--- src/rtl/asyn_fifo_rd_stream_if.sv ---
// Bundle of the FIFO read-port and downstream stream signals for asyn_fifo_rd_stream.
// master: the read-stream block (drives pop, stream valid/data, level).
// slave: the surrounding FIFO/consumer environment.
interface asyn_fifo_rd_stream_if #(
  parameter int DATA_WIDTH = 32
);
  logic                  fifo_empty;
  logic [DATA_WIDTH-1:0] fifo_rdata;
  logic                  fifo_ren;
  logic                  m_valid;
  logic                  m_ready;
  logic [DATA_WIDTH-1:0] m_data;
  logic [1:0]            buf_level;

  modport master (
    input  fifo_empty, fifo_rdata, m_ready,
    output fifo_ren, m_valid, m_data, buf_level
  );

  modport slave (
    output fifo_empty, fifo_rdata, m_ready,
    input  fifo_ren, m_valid, m_data, buf_level
  );
endinterface

--- src/rtl/asyn_fifo_rd_stream.sv ---
// Pops the async FIFO read port and re-presents the data as a valid/ready stream.
// Latency: pop at edge N, word captured at edge N+1, m_valid high from cycle N+1.
// Backpressure: 2-entry skid buffer; pops stop once buffered + in-flight words reach 2.
// Optional word counter (rd_word_cnt / cnt_clr) enabled by ASYN_FIFO_RD_STREAM_CNT_EN.
module asyn_fifo_rd_stream #(
  parameter int DATA_WIDTH = 32,
  parameter int ADDR_WIDTH = 6
) (
  input  logic                    read_clk,
  input  logic                    read_rst_n,
`ifdef ASYN_FIFO_RD_STREAM_CNT_EN
  input  logic                    cnt_clr,
  output logic [15:0]             rd_word_cnt,
`endif
  asyn_fifo_rd_stream_if.master   bus
);

  // FIFO depth behind this block; only used to sanity-check the buffer bound.
  localparam int unsigned FIFO_DEPTH = 2 ** ADDR_WIDTH;

  logic [1:0]            occ;
  logic                  inflight;
  logic                  head;
  logic                  tail;
  logic [DATA_WIDTH-1:0] entry [2];

  logic                  m_valid_int;
  logic                  xfer;
  logic                  pop;
  logic                  ren;
  logic [2:0]            occ_sum;

  // Words that will be held after this edge; pop only if that leaves room for one more.
  always_comb begin
    m_valid_int = (occ != 2'd0);
    xfer        = m_valid_int & bus.m_ready;
    occ_sum     = {1'b0, occ} + {2'b00, inflight} - {2'b00, xfer};
    // Gated by reset so no word is pulled out of the FIFO while this block is held.
    ren         = read_rst_n & (occ_sum < 3'd2);
    pop         = ren & ~bus.fifo_empty;
  end

  assign bus.fifo_ren  = ren;
  assign bus.m_valid   = m_valid_int;
  assign bus.m_data    = entry[head];
  assign bus.buf_level = occ;

  // Occupancy, in-flight flag and ring pointers; RAM data arrives one cycle after the pop.
  always_ff @(posedge read_clk or negedge read_rst_n) begin
    if (!read_rst_n) begin
      occ      <= 2'd0;
      inflight <= 1'b0;
      head     <= 1'b0;
      tail     <= 1'b0;
      for (int i = 0; i < 2; i++) begin
        entry[i] <= '0;
      end
    end else begin
      occ      <= occ_sum[1:0];
      inflight <= pop;
      if (inflight) begin
        entry[tail] <= bus.fifo_rdata;
        tail        <= ~tail;
      end
      if (xfer) begin
        head <= ~head;
      end
    end
  end

`ifdef ASYN_FIFO_RD_STREAM_CNT_EN
  // Count accepted stream words; a clear wins over an increment in the same cycle.
  always_ff @(posedge read_clk or negedge read_rst_n) begin
    if (!read_rst_n) begin
      rd_word_cnt <= 16'd0;
    end else if (cnt_clr) begin
      rd_word_cnt <= 16'd0;
    end else if (xfer) begin
      rd_word_cnt <= rd_word_cnt + 16'd1;
    end
  end
`endif

  // The skid buffer can never hold more than two words, nor more than the FIFO itself.
  assert property (@(posedge read_clk) disable iff (!read_rst_n)
                   (occ <= 2'd2) && (32'(occ) <= FIFO_DEPTH));

endmodule
--- src/flat_wrapper.sv ---
// flat-port wrapper written by rule: the top's interface ports become plain ports
module asyn_fifo_rd_stream_flat 
#(
  parameter int DATA_WIDTH = 32,
  parameter int ADDR_WIDTH = 6
)
  (read_clk, read_rst_n, bus_fifo_empty, bus_fifo_rdata, bus_m_ready, bus_fifo_ren, bus_m_valid, bus_m_data, bus_buf_level);
  asyn_fifo_rd_stream_if #(.DATA_WIDTH(DATA_WIDTH)) bus_i ();
  input  logic read_clk;
  input  logic read_rst_n;
  input wire logic [$bits(bus_i.fifo_empty)-1:0] bus_fifo_empty;
  input wire logic [$bits(bus_i.fifo_rdata)-1:0] bus_fifo_rdata;
  input wire logic [$bits(bus_i.m_ready)-1:0] bus_m_ready;
  output wire logic [$bits(bus_i.fifo_ren)-1:0] bus_fifo_ren;
  output wire logic [$bits(bus_i.m_valid)-1:0] bus_m_valid;
  output wire logic [$bits(bus_i.m_data)-1:0] bus_m_data;
  output wire logic [$bits(bus_i.buf_level)-1:0] bus_buf_level;
  assign bus_i.fifo_empty = bus_fifo_empty;
  assign bus_i.fifo_rdata = bus_fifo_rdata;
  assign bus_i.m_ready = bus_m_ready;
  assign bus_fifo_ren = bus_i.fifo_ren;
  assign bus_m_valid = bus_i.m_valid;
  assign bus_m_data = bus_i.m_data;
  assign bus_buf_level = bus_i.buf_level;
  asyn_fifo_rd_stream #(.DATA_WIDTH(DATA_WIDTH), .ADDR_WIDTH(ADDR_WIDTH)) u_core (.read_clk(read_clk), .read_rst_n(read_rst_n), .bus(bus_i));
endmodule
--- config.mk ---
export PLATFORM = sky130hd
export DESIGN_NAME = asyn_fifo_rd_stream_flat
export DESIGN_NICKNAME = d
export VERILOG_FILES = /design/src/rtl/asyn_fifo_rd_stream_if.sv /design/src/rtl/asyn_fifo_rd_stream.sv /design/src/flat_wrapper.sv
export SDC_FILE = /design/constraint.sdc
export NUM_CORES = 1
export LEC_CHECK = 0
export ABC_AREA = 1
export CAP_MARGIN = 20
export CORE_ASPECT_RATIO = 0.8
export CORE_MARGIN = 4
export CORE_UTILIZATION = 51
export CTS_BUF_LIST = sky130_fd_sc_hd__clkbuf_4 sky130_fd_sc_hd__clkbuf_8
export DETAILED_ROUTE_END_ITERATION = 8
export PLACE_DENSITY_LB_ADDON = 0.15
export SYNTH_ARGS = -nofsm -noshare
export SYNTH_HDL_FRONTEND = slang
export SYNTH_SLANG_ARGS = --single-unit
--- constraint.sdc ---
create_clock -name read_clk -period 2.4 [get_ports read_clk]
set_input_delay 0.36 -clock read_clk [delete_from_list [all_inputs] [get_ports read_clk]]
set_output_delay 0.36 -clock read_clk [all_outputs]
set_load 0.01 [all_outputs]
* Word-level counts from Yosys, hierarchy flattened
Cells that the tools add are included.
** Word-level totals
- Input port bits :: 36
- Logic and storage cells :: 28
- Output and inout bits :: 36
- Register bits :: 69
** Operators by class
- Reduce and logical (&&, ||, !) cells :: 2
- Order comparisons :: 4
- Bitwise gates (word level) :: 8
- Mux-type cells :: 6
- Add/subtract/negate cells :: 2
** Operators by type and width (number)
- 2-to-1 mux 32 bit :: 4
- bitwise mux 64 bit :: 1
- demux 32 bit (select 1 bit) :: 1
- greater-or-equal comparator 2 bit, second input constant :: 2
- inverter 1 -> 2 bit :: 2
- adder 2 x 1 -> 3 bit :: 1
- bitwise AND 1 bit :: 3
- < comparator 3 x 2 -> 1 bit, second input constant :: 1
- inverter 1 bit :: 3
- subtractor 3 x 1 -> 3 bit :: 1
- < comparator 2 x 1 -> 1 bit, second input constant :: 1
- nonzero test 2 bit :: 1
- logical AND 1 bit :: 1

* Depth between registers and ports, before layout
- Word-level depth :: 6
- Mapped depth :: 12
- Gate-level depth less buffers :: 12

* Worst setup path before layout
Ideal clock, no wire load.
- Kind :: reg-to-output
- Start point :: register u_core.occ[1] (netlist: u_core.bus.buf_level[1])
- End point :: output port bus_fifo_ren
- Cell stages (with the launch flop) :: 12
- Buffers on the path :: 0
- Data required time :: 2.040 ns
- Arrival time :: 1.959 ns
- Path slack :: 0.081 ns
- Path through :: dfrtp_1 > inv_1 > nand2_1 > nand2_1 > inv_1 > ha_1 > inv_1 > ha_1 > fa_1 > nor2_1 > nand3_1 > inv_1
** Between the ends
- Cells in the longest elaborated chain, start to end :: 5
- Elaborated cells between the ends (all ways) :: 6
- Those cells by class :: 2 x add/sub; 1 x order compare; 2 x bitwise; 1 x reduce/logical
** RTL lines
- start: declaration :: line asyn_fifo_rd_stream.sv:21 : logic [1:0] occ;
- start signal: assignment :: line asyn_fifo_rd_stream.sv:59 : occ <= occ_sum[1:0];
- nonzero test 2 bit :: line asyn_fifo_rd_stream.sv:35 : m_valid_int = (occ != 2'd0);
- via bus_m_valid :: line flat_wrapper.sv:15 : output wire logic [$bits(bus_i.m_valid)-1:0] bus_m_valid;
- bitwise AND 1 bit :: line asyn_fifo_rd_stream.sv:36 : xfer = m_valid_int & bus.m_ready;
- via u_core.xfer :: line asyn_fifo_rd_stream.sv:28 : logic xfer;
- subtractor 3 x 1 -> 3 bit :: line asyn_fifo_rd_stream.sv:37 : occ_sum = {1'b0, occ} + {2'b00, inflight} - {2'b00, xfer};
- via u_core.occ_sum[1] :: line asyn_fifo_rd_stream.sv:31 : logic [2:0] occ_sum;
- < comparator 3 x 2 -> 1 bit :: line asyn_fifo_rd_stream.sv:39 : ren = read_rst_n & (occ_sum < 3'd2);
- bitwise AND 1 bit :: line asyn_fifo_rd_stream.sv:39
- end: declaration :: line flat_wrapper.sv:14 : output wire logic [$bits(bus_i.fifo_ren)-1:0] bus_fifo_ren;
The timed path passes the listed nets, and every way through them passes these cells.

* Worst setup path in the final report
- Start point :: register u_core.occ[1] (netlist: u_core.bus.buf_level[1])
- End point :: output port bus_fifo_ren
** Between the ends
- Cells in the longest elaborated chain, start to end :: 5
- Elaborated cells between the ends (all ways) :: 6
- Those cells by class :: 2 x add/sub; 1 x order compare; 2 x bitwise; 1 x reduce/logical
** RTL lines (line)
- nonzero test 2 bit :: asyn_fifo_rd_stream.sv:35
- bitwise AND 1 bit :: asyn_fifo_rd_stream.sv:36
- via u_core.xfer :: asyn_fifo_rd_stream.sv:28
- subtractor 3 x 1 -> 3 bit :: asyn_fifo_rd_stream.sv:37
- via u_core.occ_sum[1] :: asyn_fifo_rd_stream.sv:31
- < comparator 3 x 2 -> 1 bit :: asyn_fifo_rd_stream.sv:39
- bitwise AND 1 bit :: asyn_fifo_rd_stream.sv:39
The timed path passes the listed nets, and every way through them passes these cells.

==> results.json <==
{
  "outcome": "finished with violations",
  "violations": "setup timing",
  "ys_seq_area_share_pct": 57.5,
  "cts_buffers": 9,
  "post_drt_wl_per_cell_um": 12.5,
  "die_w_um": 93.8,
  "worstSkewPairLatency_ns": 0.33,
  "grt_start_max_net_pins": 70,
  "viasPerCell": 4.83,
  "vias": 2558,
  "min_period_ns": 2.65,
  "cp_max_fo": 2,
  "fmax_mhz": 378,
  "yosys_most_used_dff": "dfrtp_1",
  "rrSetupSlack_ns": 0.45,
  "start_util_pct": 53.8,
  "antenna_found_initial": 0,
  "hp-class": "primary input to asynchronous set/reset pin",
  "hold_slack_ns": 0.252,
  "synthTopCellsByArea": "dfrtp_1, nand2_1, o21ai_0, inv_1, buf_2",
  "reg2reg_depth": 11,
  "drt_wl_total_um": 6640,
  "numPortBuffers": 71,
  "yosysWarnings": 0,
  "synth_top_area_share_pct": 57.5,
  "power_density_nw_per_um2": 1430,
  "rsz0062_at_grt": "true",
  "cts.sinks": 69,
  "p_leak_nw": 2.11,
  "avgSynthCellArea_um2": 8.12,
  "total_power_w": 0.00579,
  "dieHeight_um": 76.6,
  "hold_viol_final": 0,
  "cts_tree": "built",
  "worst_slack_ns": -0.248,
  "finalCritPeriodShare_pct": 110,
  "synthArstFlopShare_pct": 100,
  "crit_required_ns": 2.04,
  "drtIter0Drc": 131,
  "slew_viol_final": 0,
  "cp-end-kind": "output port",
  "grt_overflow": 0,
  "crit_path_start_kind": "flop",
  "ir_worst_vdd_v": 0.000825,
  "drc": 0,
  "netlist-cell-type-count": 13,
  "first_global_vias": 2462,
  "synth_area_um2": 3000,
  "r2r_end": "u_core.inflight",
  "ys_seq_elements": 69,
  "finalSetupTns_ns": -0.248,
  "drive_gt1_share_pct": 9.29,
  "synthCells": 370,
  "grt_pass1_wl_um": 10900,
  "crit_type": "flop to output port",
  "design.die.area_um2": 7190,
  "ant_nets": 0,
  "globalplace.congestion": 0.731,
  "r2r_start": "u_core.bus.buf_level[1]",
  "antenna_cells": 0,
  "final_nets": 486,
  "skew_ns": 0.00578,
  "coreArea_um2": 5590,
  "first_pass_iters": 4,
  "hpwl_um": 4200,
  "yosys.area.top_type": "dfrtp_1",
  "tightest_slew_ns": 0.858,
  "placementRows": 24,
  "ios": 72,
  "cap_violations": 0,
  "syn_to_final_growth_pct": 34.9,
  "stdcell_count": 530,
  "crit_arrival_ns": 2.29,
  "synth-edff-count": 0,
  "yosysMostFrequentCell": "nand2_1",
  "ctsRootBufferMaster": "clkbuf_8",
  "mappedNetlistNets": 409,
  "track_usage_pct": 19.2,
  "clk_path_buf_depth": 2,
  "htree_levels": 3,
  "finalSetupViolCount": 1,
  "dp.cells": 510,
  "clk_pin_slew_ns": 0.07,
  "max_slew_margin_pct": 42.8,
  "synth_common_cells": "nand2_1, dfrtp_1, o21ai_0, inv_1, buf_2"
}
-- worst max-delay path: stages, from the launching register on --
cell,delay [ns]
dfrtp_1,0.40
inv_2,0.07
nand2_2,0.05
nand2_2,0.07
inv_2,0.05
ha_4,0.25
inv_2,0.04
ha_4,0.15
fa_1,0.47
nor2_1,0.14
nand3_1,0.10
inv_1,0.06
buf_2,0.12
-- registers in the layout, summed over array words and instances (netlist names) --
register,flops
u_core.bus.buf_level,2
u_core.entry,64
u_core.head,1
u_core.inflight,1
u_core.tail,1
-- layout make-up --
cell class                      count  area [um2]
Sequential cell                    69        1730
Fill cell                         449        1530
Multi-Input combinational cell    240        1060
Timing Repair Buffer               85         818
Inverter                           42         158
Clock buffer                       11         145
Tap cell                           78        97.6
Clock inverter                      5        50.0
-- through the flow --
stage	utilization [%]	worst slack, ns	instance area (um2)
after floorplan	-	0.0814	3000
after global placement	68.1	-0.588	3800
after detailed placement	68.1	-0.613	3800
after CTS	71.5	-0.225	4000
after global routing	72.6	-0.365	4050
final	72.6	-0.248	4050
-- metal layers --
metal / share of wire [%] / global-route usage (%) / up-vias
li1: - / - / 1286
met1: 44 / 24.1 / 1187
met2: 49 / 32.2 / 79
met3: 6.3 / 5.13 / 6
met4: 0.98 / 6.20 / 0
met5: 0 / 0 / -
-- cells in the final DEF (no fill, tap or decap) --
master	synthesis	layout
buf_2	14	2
inv_1	42	38
nand2_2	2	4
clkinv_2	0	4
clkdlybuf4s50_1	0	69
clkbuf_8	0	10
dfrtp_1	69	69
bufinv_16	0	1
buf_12	0	1
nand3_1	2	2
clkbuf_4	0	1
fa_1	1	1
nand2_1	166	164
xor2_1	1	1
o21ai_0	64	64
inv_2	0	4
buf_4	0	13
nor2_1	2	2
ha_4	0	2
-- power by group --
group / internal [W] / switching, W / total, W
registers: 0.00176 / 0.000326 / 0.00209
logic: 0.00142 / 0.00136 / 0.00278
clock network: 0.000513 / 0.000407 / 0.000920
total: 0.00369 / 0.00210 / 0.00579
-- kinds of logic after synthesis --
logic type / after synthesis / synth area share [%]
compound gates: 64 / 10.7
flops: 69 / 57.5
xor+xnor: 1 / 0.292
fa+ha+maj: 3 / 1.50
buf+inv: 61 / 8.33
simple gates: 172 / 21.7
-- how the worst max path moves through the flow --
stage | startpoint | slack [ns] | to | cells past startpoint
6_report | u_core.bus.buf_level[1] | -0.25 | bus_fifo_ren | 12
4_1_cts | u_core.bus.buf_level[0] | -0.23 | bus_fifo_ren | 12
5_1_grt | u_core.bus.buf_level[1] | -0.36 | bus_fifo_ren | 12
3_5_place_dp | bus_m_ready | -0.61 | bus_fifo_ren | 11
3_3_place_gp | bus_m_ready | -0.59 | bus_fifo_ren | 11
2_1_floorplan | u_core.bus.buf_level[1] | 0.08 | bus_fifo_ren | 11
-- timing repair --
action | CTS | global route
endpoints found under the hold margin | 0 | 0
pin swaps | 1 | 6
endpoints found under the setup margin | 1 | 1
cloned | 0 | 0
setup buffers | 0 | 4
hold buffers | 0 | 0
resized for setup | 6 | 7
Note: power is estimated with default switching activity, not from simulation.
